$ cat src/rtl/rgb_led_sequencer_if.sv
// Colour-table load port for rgb_led_sequencer.
// A transfer happens on each clock edge where cfg_valid and cfg_ready are both high.
//   cfg_valid  master->slave  table write request
//   cfg_ready  slave->master  write accepted when valid&ready
//   cfg_slot   master->slave  slot index to write
//   cfg_color  master->slave  {R,G,B} duties, R in MSBs
//   cfg_dwell  master->slave  dwell in PWM periods, 0 = slot unused
interface rgb_led_sequencer_if #(
  parameter int unsigned SLOT_W   = 2,
  parameter int unsigned PWM_BITS = 8,
  parameter int unsigned DWELL_W  = 16
);
  logic                  cfg_valid;
  logic                  cfg_ready;
  logic [SLOT_W-1:0]     cfg_slot;
  logic [3*PWM_BITS-1:0] cfg_color;
  logic [DWELL_W-1:0]    cfg_dwell;

  modport master (output cfg_valid, cfg_slot, cfg_color, cfg_dwell, input cfg_ready);
  modport slave  (input cfg_valid, cfg_slot, cfg_color, cfg_dwell, output cfg_ready);
endinterface

$ cat src/rtl/rgb_led_sequencer.sv
// RGB LED sequencer: plays a table of colour slots (PWM duties + dwell) in a loop
// on an active-low RGB LED, skipping slots whose dwell is 0.
//   clk_in    system clock
//   rst_n     asynchronous active-low reset (clears the table)
//   cfg       table load port (slave side), ready only in IDLE/PAUSE
//   enable    level: 1 = play, 0 = pause
//   stop      pulse: abort to IDLE, keeps table
//   busy      1 in RUN or PAUSE
//   slot_idx  slot currently shown
//   rgb       active-low LED pins, [2]=red [1]=blue [0]=green, registered
module rgb_led_sequencer #(
  parameter int unsigned PWM_BITS = 8,
  parameter int unsigned PRESCALE = 4,
  parameter int unsigned DWELL_W  = 16,
  parameter int unsigned N_SLOTS  = 4,
  parameter int unsigned SLOT_W   = $clog2(N_SLOTS)
) (
  input  logic                clk_in,
  input  logic                rst_n,
  rgb_led_sequencer_if.slave  cfg,
  input  logic                enable,
  input  logic                stop,
  output logic                busy,
  output logic [SLOT_W-1:0]   slot_idx,
  output logic [2:0]          rgb
);

  localparam int unsigned PRE_W = (PRESCALE > 1) ? $clog2(PRESCALE) : 1;

  typedef enum logic [1:0] {ST_IDLE, ST_RUN, ST_PAUSE} state_t;

  state_t                r_state;
  logic [3*PWM_BITS-1:0] r_color [N_SLOTS];
  logic [DWELL_W-1:0]    r_dwell [N_SLOTS];
  logic [PWM_BITS-1:0]   r_pwm;
  logic [PRE_W-1:0]      r_pre;
  logic [DWELL_W-1:0]    r_dcnt;
  logic [SLOT_W-1:0]     r_slot;
  logic [2:0]            r_rgb;

  logic                  w_any_used;
  logic [SLOT_W-1:0]     w_first_used;
  logic [SLOT_W-1:0]     w_next_used;
  logic                  w_tick;
  logic                  w_wrap;
  logic                  w_last;
  logic                  w_wr;
  logic [3*PWM_BITS-1:0] w_cur_color;
  logic [DWELL_W-1:0]    w_cur_dwell;
  logic [PWM_BITS-1:0]   w_duty_r;
  logic [PWM_BITS-1:0]   w_duty_g;
  logic [PWM_BITS-1:0]   w_duty_b;

  assign cfg.cfg_ready = (r_state != ST_RUN);
  assign busy          = (r_state != ST_IDLE);
  assign slot_idx      = r_slot;
  assign rgb           = r_rgb;

  // Descending scans so the lowest matching index is the one that sticks.
  always_comb begin
    w_any_used   = 1'b0;
    w_first_used = '0;
    for (int unsigned i = N_SLOTS; i > 0; i--) begin
      if (r_dwell[i-1] != '0) begin
        w_any_used   = 1'b1;
        w_first_used = SLOT_W'(i - 1);
      end
    end
    // Falls back to the current slot when it is the only one in use.
    w_next_used = r_slot;
    for (int unsigned k = N_SLOTS - 1; k >= 1; k--) begin
      if (r_dwell[SLOT_W'(r_slot + k)] != '0)
        w_next_used = SLOT_W'(r_slot + k);
    end
  end

  assign w_cur_color = r_color[r_slot];
  assign w_cur_dwell = r_dwell[r_slot];
  assign w_duty_r    = w_cur_color[3*PWM_BITS-1 -: PWM_BITS];
  assign w_duty_g    = w_cur_color[2*PWM_BITS-1 -: PWM_BITS];
  assign w_duty_b    = w_cur_color[PWM_BITS-1:0];
  assign w_tick      = (r_pre == PRE_W'(PRESCALE - 1));
  assign w_wrap      = w_tick && (r_pwm == '1);
  // A slot cleared while paused counts as finished at the next period end.
  assign w_last      = (w_cur_dwell == '0) || (r_dcnt == w_cur_dwell - DWELL_W'(1));
  assign w_wr        = cfg.cfg_valid && cfg.cfg_ready && !stop;

  always_ff @(posedge clk_in or negedge rst_n) begin
    if (!rst_n) begin
      r_state <= ST_IDLE;
      r_pwm   <= '0;
      r_pre   <= '0;
      r_dcnt  <= '0;
      r_slot  <= '0;
      r_rgb   <= '1;
      for (int unsigned i = 0; i < N_SLOTS; i++) begin
        r_color[i] <= '0;
        r_dwell[i] <= '0;
      end
    end else begin
      r_rgb <= (r_state == ST_RUN) ? {~(r_pwm < w_duty_r), ~(r_pwm < w_duty_b), ~(r_pwm < w_duty_g)}
                                   : 3'b111;
      if (w_wr) begin
        r_color[cfg.cfg_slot] <= cfg.cfg_color;
        r_dwell[cfg.cfg_slot] <= cfg.cfg_dwell;
      end
      if (stop) begin
        r_state <= ST_IDLE;
        r_pwm   <= '0;
        r_pre   <= '0;
        r_dcnt  <= '0;
        r_slot  <= '0;
      end else begin
        case (r_state)
          ST_IDLE: begin
            if (enable && w_any_used) begin
              r_state <= ST_RUN;
              r_slot  <= w_first_used;
              r_pwm   <= '0;
              r_pre   <= '0;
              r_dcnt  <= '0;
            end
          end
          ST_RUN: begin
            if (!enable) begin
              r_state <= ST_PAUSE;
            end else begin
              r_pre <= w_tick ? '0 : PRE_W'(r_pre + 1'b1);
              if (w_tick)
                r_pwm <= r_pwm + 1'b1;
              if (w_wrap) begin
                if (w_last) begin
                  r_dcnt <= '0;
                  r_slot <= w_next_used;
                end else begin
                  r_dcnt <= r_dcnt + 1'b1;
                end
              end
            end
          end
          ST_PAUSE: begin
            if (enable) begin
              if (w_any_used) begin
                r_state <= ST_RUN;
                r_pwm   <= '0;
                r_pre   <= '0;
              end else begin
                r_state <= ST_IDLE;
                r_pwm   <= '0;
                r_pre   <= '0;
                r_dcnt  <= '0;
                r_slot  <= '0;
              end
            end
          end
          default: r_state <= ST_IDLE;
        endcase
      end
    end
  end

endmodule
$ cat src/flat_wrapper.sv
// flat-port wrapper written by rule: the top's interface ports become plain ports
module rgb_led_sequencer_flat 
#(
  parameter int unsigned PWM_BITS = 8,
  parameter int unsigned PRESCALE = 4,
  parameter int unsigned DWELL_W  = 16,
  parameter int unsigned N_SLOTS  = 4,
  parameter int unsigned SLOT_W   = $clog2(N_SLOTS)
)
  (clk_in, rst_n, enable, stop, busy, slot_idx, rgb, cfg_cfg_valid, cfg_cfg_slot, cfg_cfg_color, cfg_cfg_dwell, cfg_cfg_ready);
  rgb_led_sequencer_if #(.SLOT_W(SLOT_W), .PWM_BITS(PWM_BITS), .DWELL_W(DWELL_W)) cfg_i ();
  input  logic clk_in;
  input  logic rst_n;
  input  logic enable;
  input  logic stop;
  output logic busy;
  output logic [SLOT_W-1:0] slot_idx;
  output logic [2:0] rgb;
  input wire logic [$bits(cfg_i.cfg_valid)-1:0] cfg_cfg_valid;
  input wire logic [$bits(cfg_i.cfg_slot)-1:0] cfg_cfg_slot;
  input wire logic [$bits(cfg_i.cfg_color)-1:0] cfg_cfg_color;
  input wire logic [$bits(cfg_i.cfg_dwell)-1:0] cfg_cfg_dwell;
  output wire logic [$bits(cfg_i.cfg_ready)-1:0] cfg_cfg_ready;
  assign cfg_i.cfg_valid = cfg_cfg_valid;
  assign cfg_i.cfg_slot = cfg_cfg_slot;
  assign cfg_i.cfg_color = cfg_cfg_color;
  assign cfg_i.cfg_dwell = cfg_cfg_dwell;
  assign cfg_cfg_ready = cfg_i.cfg_ready;
  rgb_led_sequencer #(.PWM_BITS(PWM_BITS), .PRESCALE(PRESCALE), .DWELL_W(DWELL_W), .N_SLOTS(N_SLOTS), .SLOT_W(SLOT_W)) u_core (.clk_in(clk_in), .rst_n(rst_n), .cfg(cfg_i), .enable(enable), .stop(stop), .busy(busy), .slot_idx(slot_idx), .rgb(rgb));
endmodule
$ cat config.mk
export PLATFORM = sky130hd
export DESIGN_NAME = rgb_led_sequencer_flat
export DESIGN_NICKNAME = d
export VERILOG_FILES = /design/src/rtl/rgb_led_sequencer_if.sv /design/src/rtl/rgb_led_sequencer.sv /design/src/flat_wrapper.sv
export SDC_FILE = /design/constraint.sdc
export NUM_CORES = 1
export LEC_CHECK = 0
export CAP_MARGIN = 5
export CORE_MARGIN = 2
export CORE_UTILIZATION = 55
export CTS_BUF_LIST = sky130_fd_sc_hd__clkbuf_8
export DETAILED_ROUTE_END_ITERATION = 12
export PLACE_DENSITY = 0.84
export SLEW_MARGIN = 10
export SYNTH_ARGS = -nofsm -noshare
export SYNTH_HDL_FRONTEND = slang
export SYNTH_SLANG_ARGS = --single-unit
$ cat constraint.sdc
create_clock -name clk_in -period 5.2 [get_ports clk_in]
set_input_delay 1.04 -clock clk_in [delete_from_list [all_inputs] [get_ports clk_in]]
set_output_delay 1.04 -clock clk_in [all_outputs]
set_load 0.01 [all_outputs]
After elaboration in Yosys (flattened, before gate mapping)
Index checks and enable logic that the tools add are counted.
{ "word_totals": {"regBits": 193, "inputBits": 47, "out_inout_bits": 7, "word_cells": 143} }
{ "op_classes": {"add_sub_neg": 7, "order_cmp": 9, "eq_ne": 15, "muxes": 67, "n_bitwise": 8, "n_reduce_logical": 23} }
{ "op_table": {"columns": ["operator", "n"], "rows": [
  ["two-way mux 16 bit", 16],
  ["binary-select mux 16 bit (select 2 bit)", 4],
  ["nonzero test 16 bit", 7],
  ["bitwise mux 96 bit", 1],
  ["two-way mux 24 bit", 3],
  ["bitwise mux 64 bit", 1],
  ["binary-select mux 24 bit (select 2 bit)", 1],
  ["demux 24 bit (select 2 bit)", 1],
  ["one-hot mux 16 bit (3 select lines)", 1],
  ["two-way mux 2 bit", 23],
  ["two-way mux 8 bit", 5],
  ["demux 16 bit (select 2 bit)", 1],
  ["< comparator 8 bit", 3],
  ["one-hot mux 8 bit (3 select lines)", 1],
  ["one-hot mux 2 bit (3 select lines)", 3],
  ["adder 16 x 1 -> 16 bit, second input constant", 1],
  ["equality test 16 bit", 1],
  ["zero test 16 bit", 1],
  ["subtractor 16 x 1 -> 16 bit, second input constant", 1],
  ["greater-or-equal comparator 3 bit, second input constant", 5],
  ["NOT 2 -> 3 bit", 5],
  ["inequality test 3 x 2 -> 1 bit, second input constant", 4],
  ["inequality test 3 bit, second input constant", 4],
  ["adder 8 x 1 -> 8 bit, second input constant", 1],
  ["22 further kinds", 35]
]} }

Logic depth before layout (Yosys ltp)
Gate-level depths: netlist of the first run.
{ "logic_depth": {"word_depth": 14, "ltp_mapped": 16, "ltp_nobuf": 11} }

Least setup slack after synthesis of the first run
OpenSTA, ideal clock, no wires.
{ "synth_path": {"kind": "reg2reg", "start": "register u_core.r_slot[0], in the netlist u_core.slot_idx[0]", "end": "register u_core.r_rgb[0], in the netlist u_core.rgb[0]", "arrival_ns": 3.862, "required_time_ns": 5.109, "path_slack_ns": 1.246, "path_stages_with_launch": 16, "path_cell_list": "dfrtp_1 > buf_2 > buf_2 > buf_1 > buf_1 > mux4_2 > inv_1 > ha_1 > a21boi_0 > o21a_1 > o21a_1 > o21a_1 > o21a_1 > o21a_1 > o21ai_0 > nand3b_1"} }
{ "synth_between": {"elab_chain_len": 7} }
{ "synth_lines": {"columns": ["item", "line", "source"], "rows": [
  ["start: declaration", "rgb_led_sequencer.sv:38", "logic [SLOT_W-1:0] r_slot;"],
  ["start signal: assignment", "rgb_led_sequencer.sv:118", "r_slot <= w_first_used;"],
  ["start signal: assignment", "rgb_led_sequencer.sv:134", "r_slot <= w_next_used;"],
  ["NOT 2 -> 3 bit (implied by the code)", "rgb_led_sequencer.sv:77", "assign w_cur_color = r_color[r_slot];"],
  ["binary-select mux 24 bit (select 2 bit)", "rgb_led_sequencer.sv:77", null],
  ["two-way mux 24 bit (implied by the code) (2 in a row)", "rgb_led_sequencer.sv:77", null],
  ["< comparator 8 bit", "rgb_led_sequencer.sv:101", "r_rgb <= (r_state == ST_RUN) ? {~(r_pwm < w_duty_r), ~(r_pwm < w_duty_b), ~(r_pwm < w_duty_g)}"],
  ["NOT 1 bit", "rgb_led_sequencer.sv:101", null],
  ["two-way mux 3 bit", "rgb_led_sequencer.sv:101", null],
  ["end signal: assignment", "rgb_led_sequencer.sv:101", null],
  ["end: declaration", "rgb_led_sequencer.sv:39", "logic [2:0] r_rgb;"]
]} }
No other way between the ends. The select of a mux whose other input is x is not followed.
A chain may end at the register's enable or synchronous reset.

Worst setup path in the final report of the first run
{ "layout_path": {"start": "register u_core.r_slot[1], in the netlist u_core.slot_idx[1]", "end": "register u_core.r_dcnt[9]"} }
{ "layout_between": {"elab_chain_len": 12, "elab_cells_between_ends": 13, "cone_classes": "1 x add/sub; 1 x eq/ne; 8 x mux; 1 x bitwise; 2 x reduce/logical"} }
{ "layout_lines": {"columns": ["item", "line", "source"], "rows": [
  ["NOT 2 -> 3 bit (implied by the code) (*)", "rgb_led_sequencer.sv:78", "assign w_cur_dwell = r_dwell[r_slot];"],
  ["binary-select mux 16 bit (select 2 bit) (*)", "rgb_led_sequencer.sv:78", null],
  ["two-way mux 16 bit (implied by the code) (*) (2 in a row)", "rgb_led_sequencer.sv:78", null],
  ["subtractor 16 x 1 -> 16 bit", "rgb_led_sequencer.sv:85", "assign w_last = (w_cur_dwell == '0) || (r_dcnt == w_cur_dwell - DWELL_W'(1));"],
  ["equality test 16 bit", "rgb_led_sequencer.sv:85", null],
  ["logical OR 1 bit (*)", "rgb_led_sequencer.sv:85", null],
  ["two-way mux 16 bit (*)", "rgb_led_sequencer.sv:132", "if (w_last) begin"],
  ["two-way mux 16 bit (*)", "rgb_led_sequencer.sv:131", "if (w_wrap) begin"],
  ["two-way mux 16 bit (*)", "rgb_led_sequencer.sv:125", "if (!enable) begin"],
  ["one-hot mux 16 bit (3 select lines) (*)", "rgb_led_sequencer.sv:114", "case (r_state)"],
  ["two-way mux 16 bit (*)", "rgb_led_sequencer.sv:107", "if (stop) begin"],
  ["end signal: assignment", "rgb_led_sequencer.sv:136", "r_dcnt <= r_dcnt + 1'b1;"],
  ["end: declaration", "rgb_led_sequencer.sv:37", "logic [DWELL_W-1:0] r_dcnt;"]
]} }
Every way passes the cells marked *; elsewhere a longest branch is shown, timed or not. The select of a mux whose other input is x is not followed.

==> impl_metrics.yaml, run 1 <==
place:
  dp_slack_ps: 1110
  gp_congestion: 0.933
  dp.cells: 1045
  dp_hpwl_mm: 15.0
  port_buffers: 53
clock_tree:
  hold_buffers: 0
  cts-htree-levels: 4
  clkSinkCount: 193
  post_cts_buffers: 0
  clk_latency_ps: 490
  cts_made_buffers: 17
  clk_pin_slew_ps: 110
  clock_path_buffers: 2
  cts_tree: "done"
  cts_repair_resize_count: 0
  cts_root_buffer: "clkbuf_8"
yosys:
  syn_area_um2: 10000
  synth-edff-count: 0
  synth.distinct_cells: 59
  syn_inst: 790
  synth.yosys.seq_area_share_pct: 48.1
  async_flop_share_pct: 100
  post_synth.cell_area_avg_um2: 12.7
  syn_nets: 867
  synth-seq-cells: 193
  yosys_warnings: 0
  synth_flop_cell: "dfrtp_1"
setup_path:
  criticalPathCategory: "reg -> reg"
  crit_arrival_ps: 4430
  r2r_setup_slack_ps: 1120
  ff2ff_path_depth: 11
  regToRegStartpoint: "u_core.slot_idx[1]"
  critPathLaunchType: "register"
  r2r-end: "u_core.r_dcnt[9]"
  crit_end: "u_core.r_dcnt[9]"
  startpoint: "u_core.slot_idx[1]"
  worstPathRequired_ps: 5550
  endpoint_kind: "register"
  worstPathMaxFanout: 18
routing:
  wirelength_mm: 22.0
  firstDrtPassIters: 5
  ant_nets: 0
  drt_iter0_markers: 578
  vias_per_cell: 6.18
  route.detailed.drc: 0
  vias: 6657
  wl_per_cell_um: 20.4
timing:
  finalHoldViolations: 0
  fin_crit_ps: 4080
  fin_setup_tns_ps: 0
  finalSetupViolations: 0
  final-max-slew-violation-count: 0
  clock_skew_ps: 16.0
  rsz0062_at_grt: "no"
  relSlewSlack_pct: 37.6
  tightest_slew_ps: 936
  min_period_over_period_pct: 78.4
  fin_ws_ps: 1120
  max_freq_mhz: 245
die:
  rows: 49
  die-area_um2: 19300
  start_util_pct: 55.9
  die_x_um: 139
  die_y_um: 139
  ios: 54
  core_um2: 18000
grt:
  overflow: 0
  grt_max_degree: 123
  antenna_found_initial: 0
  met2_usage_pct: 37.5
  first_global_vias: 6886
  grt.met1_usage_pct: 33.1
  track_usage_pct: 23.8
  top_usage_layer: "met2"
  met3_usage_pct: 4.90
  grt_pass1_wl_mm: 36.3
pwr:
  power_density_nw_per_um2: 505
  p_total_mw: 5.66
  total_leakage_power_nw: 4.66
  ir_drop_mv: 0.236
layout:
  final_cell_mix: "dfrtp_1, mux2_2, clkdlybuf4s50_1"
  num-fill-cells: 1321
  layout_commonest_cell: "dfrtp_1"
  area_growth_pct: 11.7
  seqCellArea_um2: 4840
  final_nets: 912
  diodes: 0
  stdcell_count: 1077
  multi_input_area_um2: 4930
  layout-drive-gt1-share_pct: 31.4
job:
  cap_viol_max_count: 0
status:
  status: "completed"
min_path:
  worstHoldPathType: "reg -> reg"
==> flip-flops by register name, indices dropped and copies added, names as in the netlist <==
signal,flops
u_core.r_dcnt,16
u_core.r_state,2
u_core.slot_idx,2
u_core.r_pre,2
u_core.rgb,3
u_core.r_dwell,64
u_core.r_pwm,8
u_core.r_color,96
==> worst max-delay path: stages, from the launching register on <==
cell	delay, ps
dfrtp_2	720
mux4_2	640
inv_1	110
ha_1	250
or4b_4	520
nor2_1	130
xnor2_1	130
nand3_1	90
or4_1	520
o21ai_2	230
and2_1	480
nor2_1	110
==> area by class of cell <==
| cell class | instances | share of cell area (%) |
|---|---|---|
| timing repair buffer | 62 | 5.37 |
| multi-input combinational | 526 | 43.9 |
| tap | 229 | 2.56 |
| clock buffer | 17 | 2.09 |
| sequential | 193 | 43.1 |
| inverter | 35 | 1.17 |
| clock inverter | 15 | 1.73 |
==> cell usage after synthesis, drive strengths merged (5+ instances only) <==
cell      n  area (um2)
o21ai    17        88.8
inv      35         131
nor3     17        95.1
a31oi     5        31.3
xnor2    21         184
a21oi     9        45.0
buf      17        96.3
clkbuf   19        71.3
xor2     16         140
nor4     20         125
dfrtp   190        4750
nor3b     5        37.5
mux4     40         901
nand2    38         143
and3      6        37.5
o21a     16         120
mux2    160        1800
nand3    12        60.1
nor2     43         161
nand4    12        75.1
ha       30         375
==> power by group <==
| group | total, mW | switching, mW | internal [mW] | leakage (nW) |
|---|---|---|---|---|
| clock network | 1.01 | 0.604 | 0.410 | 0.203 |
| registers | 2.58 | 0.460 | 2.12 | 2.38 |
| logic | 2.06 | 0.915 | 1.15 | 2.08 |
| total | 5.66 | 1.98 | 3.68 | 4.66 |
==> metrics by stage <==
step | utilization, % | hold WS [ps] | area, um2
4_1_cts | 62.4 | 513 | 11200
2_1_floorplan | - | 454 | 10000
6_report | 62.4 | 512 | 11200
3_5_place_dp | 60.0 | 488 | 10800
5_1_grt | 62.4 | 527 | 11200
3_3_place_gp | 60.0 | 469 | 10800
==> kinds of logic (layout without fill, tap and decap cells) <==
family | after synthesis | in the layout | share of synthesized area (%)
and+or+nand+nor | 182 | 182 | 9.63
xor gates and xnor gates | 37 | 37 | 3.23
adders and majority gates | 31 | 31 | 3.84
AOI/OAI and AO/OA | 75 | 75 | 5.15
buffers and inverters | 71 | 129 | 2.98
muxes | 201 | 201 | 27.0
DFF | 193 | 193 | 48.1
==> worst min path at each step <==
stage / slack [ps] / cells past startpoint / end / from
after floorplan: 450 / 2 / u_core.r_pre[1] / u_core.r_pre[1]
after global placement: 470 / 2 / u_core.r_pre[1] / u_core.r_pre[1]
after detailed placement: 490 / 1 / u_core.r_color[35] / u_core.r_color[35]
after CTS: 510 / 1 / u_core.r_color[1] / u_core.r_color[1]
after global routing: 530 / 1 / u_core.r_color[41] / u_core.r_color[41]
final: 510 / 1 / u_core.r_color[1] / u_core.r_color[1]
==> per-layer routing <==
metal	wire, um	share of wire, %	vias up
li1	-	-	2992
met1	9810	45	3427
met2	10600	48	197
met3	1090	5.0	41
met4	496	2.3	0
met5	0	0	-
(Power assumes the default switching activity.)
==> inputs of run 2 (changes only) <==
Clock period 5.2 ns to 3.9 ns, I/O delays scaled along.
==> run 2 against run 1 <==
Non-clock buffer count rose by 5. Wire length fell by 0.60%. Largest power group unchanged. Power rose by 33%. Via count rose by 1.0%. Maximum frequency rose by 12%. First-iteration DRC count rose by 1.4%. Largest cell class unchanged. Register-to-register slack got worse by 850 ps. Critical path depth fell by 1. Global-route usage barely moved. Hold slack got worse by 160 ps.
==> impl_metrics.yaml, run 2 (same netlist as run 1, synthesis figures left out) <==
pwr:
  p_int_mw: 4.92
  p_clk_share_pct: 17.5
  ir_drop_mv: 0.402
  total_leakage_power_nw: 4.71
  pwr-share-comb_pct: 36.8
  p_seq_share_pct: 45.8
  p_sw_share_pct: 34.5
  p_total_mw: 7.51
  power.switching_mw: 2.59
  power_density_nw_per_um2: 666
clock_tree:
  cts_tree: "done"
  clk_pin_slew_ps: 110
  cts_root_buffer: "clkbuf_8"
  cts-htree-levels: 4
  clk_latency_ps: 480
  clock_path_buffers: 2
  cts_made_buffers: 17
  clkSinkCount: 193
routing:
  route.detailed.drc: 0
  vias: 6726
  firstDrtPassIters: 5
  vias_per_cell: 6.22
  drt_iter0_markers: 586
  ant_nets: 0
  wirelength_mm: 21.9
  wl_per_cell_um: 20.2
grt:
  top_usage_layer: "met2"
  grt_pass1_wl_mm: 36.7
  first_global_vias: 6976
  grt.met1_usage_pct: 33.5
  grt_max_degree: 103
  met2_usage_pct: 37.5
  overflow: 0
  antenna_found_initial: 0
  met3_usage_pct: 4.32
  track_usage_pct: 23.7
setup_path:
  r2r-end: "u_core.r_dcnt[5]"
  r2r_setup_slack_ps: 270
  regToRegStartpoint: "u_core.slot_idx[1]"
  criticalPathCategory: "reg -> reg"
  critPathLaunchType: "register"
  ff2ff_path_depth: 10
  endpoint_kind: "register"
  worstPathRequired_ps: 4250
  worstPathMaxFanout: 14
  crit_arrival_ps: 3970
timing:
  min_period_over_period_pct: 93.0
  finalSetupViolations: 0
  fin_crit_ps: 3630
  clock_skew_ps: 17.6
  rsz0062_at_grt: "no"
  finalHoldViolations: 0
  holdWs_ps: 357
  tightest_slew_ps: 811
  final-max-slew-violation-count: 0
  relSlewSlack_pct: 45.9
  fin_setup_tns_ps: 0
  max_freq_mhz: 276
place:
  gp_congestion: 1.01
  port_buffers: 53
  dp_hpwl_mm: 14.7
layout:
  top_register: "u_core.r_color"
  reg_top3: "u_core.r_color: 96 flops, u_core.r_dwell: 64 flops, u_core.r_dcnt: 16 flops"
  final_nets: 917
  final_cell_mix: "dfrtp_1, mux2_2, clkdlybuf4s50_1"
  diodes: 0
  layout-drive-gt1-share_pct: 31.7
  area_growth_pct: 12.4
  layout_commonest_cell: "dfrtp_1"
  num-fill-cells: 1303
  largest_reg_flops: 96
die:
  start_util_pct: 55.9
  die_y_um: 139
  die-area_um2: 19300
  ios: 54
  core_um2: 18000
  rows: 49
  die_x_um: 139
min_path:
  worstHoldPathType: "in -> async"
job:
  cap_viol_max_count: 0
status:
  status: "completed"
## run 2: how the worst max path moves through the flow
stage,to,slack (ps),depth (start not counted),start
6_report,u_core.r_dcnt[5],270,10,u_core.slot_idx[1]
5_1_grt,u_core.r_dcnt[3],40,11,u_core.slot_idx[1]
3_3_place_gp,u_core.r_dcnt[9],180,10,u_core.slot_idx[1]
3_5_place_dp,u_core.r_dcnt[6],100,10,u_core.slot_idx[1]
2_1_floorplan,u_core.rgb[1],130,15,u_core.slot_idx[0]
4_1_cts,u_core.r_dcnt[6],80,10,u_core.slot_idx[1]
## run 2: cell type report
| class | instances | area, um2 | share of cell area, % |
|---|---|---|---|
| well taps | 229 | 287 | 2.54 |
| inverters | 35 | 131 | 1.16 |
| repair buffers | 67 | 689 | 6.11 |
| multi-input cells | 526 | 4930 | 43.7 |
| clock buffers | 17 | 234 | 2.07 |
| clock inverters | 15 | 171 | 1.52 |
| flip-flops and latches | 193 | 4840 | 42.9 |
## run 2: timing repair
action                                  CTS  global route
hold buffers                              0             0
gates resized for setup                   0             2
setup buffers                             0             0
endpoints found under the setup margin    0            14
## run 2: layer usage
| metal | share of wire (%) | wire length (um) |
|---|---|---|
| met5 | 0 | 0 |
| met1 | 44 | 9690 |
| met3 | 5.2 | 1130 |
| met2 | 48 | 10500 |
| met4 | 2.6 | 561 |
## run 2: stage by stage
step / instance area [um2] / utilization, % / worst slack, ps / std cells
6_report: 11300 / 62.8 / 273 / 1082
5_1_grt: 11300 / 62.8 / 36.2 / 1082
4_1_cts: 11300 / 62.8 / 77.2 / 1082
3_5_place_dp: 10900 / 60.5 / 96.1 / 1050
3_3_place_gp: 10900 / 60.5 / 178 / 1050
2_1_floorplan: 10000 / - / 129 / 790
## run 2: power by group through the flow
stage / clock network (mW) / registers, mW / logic (mW)
2_1_floorplan: 0 / 3.20 / 2.19
3_3_place_gp: 0 / 3.39 / 2.65
3_5_place_dp: 0 / 3.44 / 2.74
4_1_cts: 1.33 / 3.41 / 2.76
5_1_grt: 1.42 / 3.52 / 3.03
6_report: 1.31 / 3.44 / 2.76
## run 2: worst max-delay path, cell delays in order (launching register included)
cell,delay (ps)
dfrtp_4,550
buf_4,180
mux4_2,520
or4_4,570
nor4_1,370
xnor2_1,160
nand2_1,60
or4_1,430
o21ai_2,230
and2_2,350
nor2_1,80
==> inputs of run 3 (changes only) <==
Settings changed: SKIP_CTS_REPAIR_TIMING from default to 1.
==> results of run 3 <==
The final DEF is identical to that of run 2; final timing and power are the same.
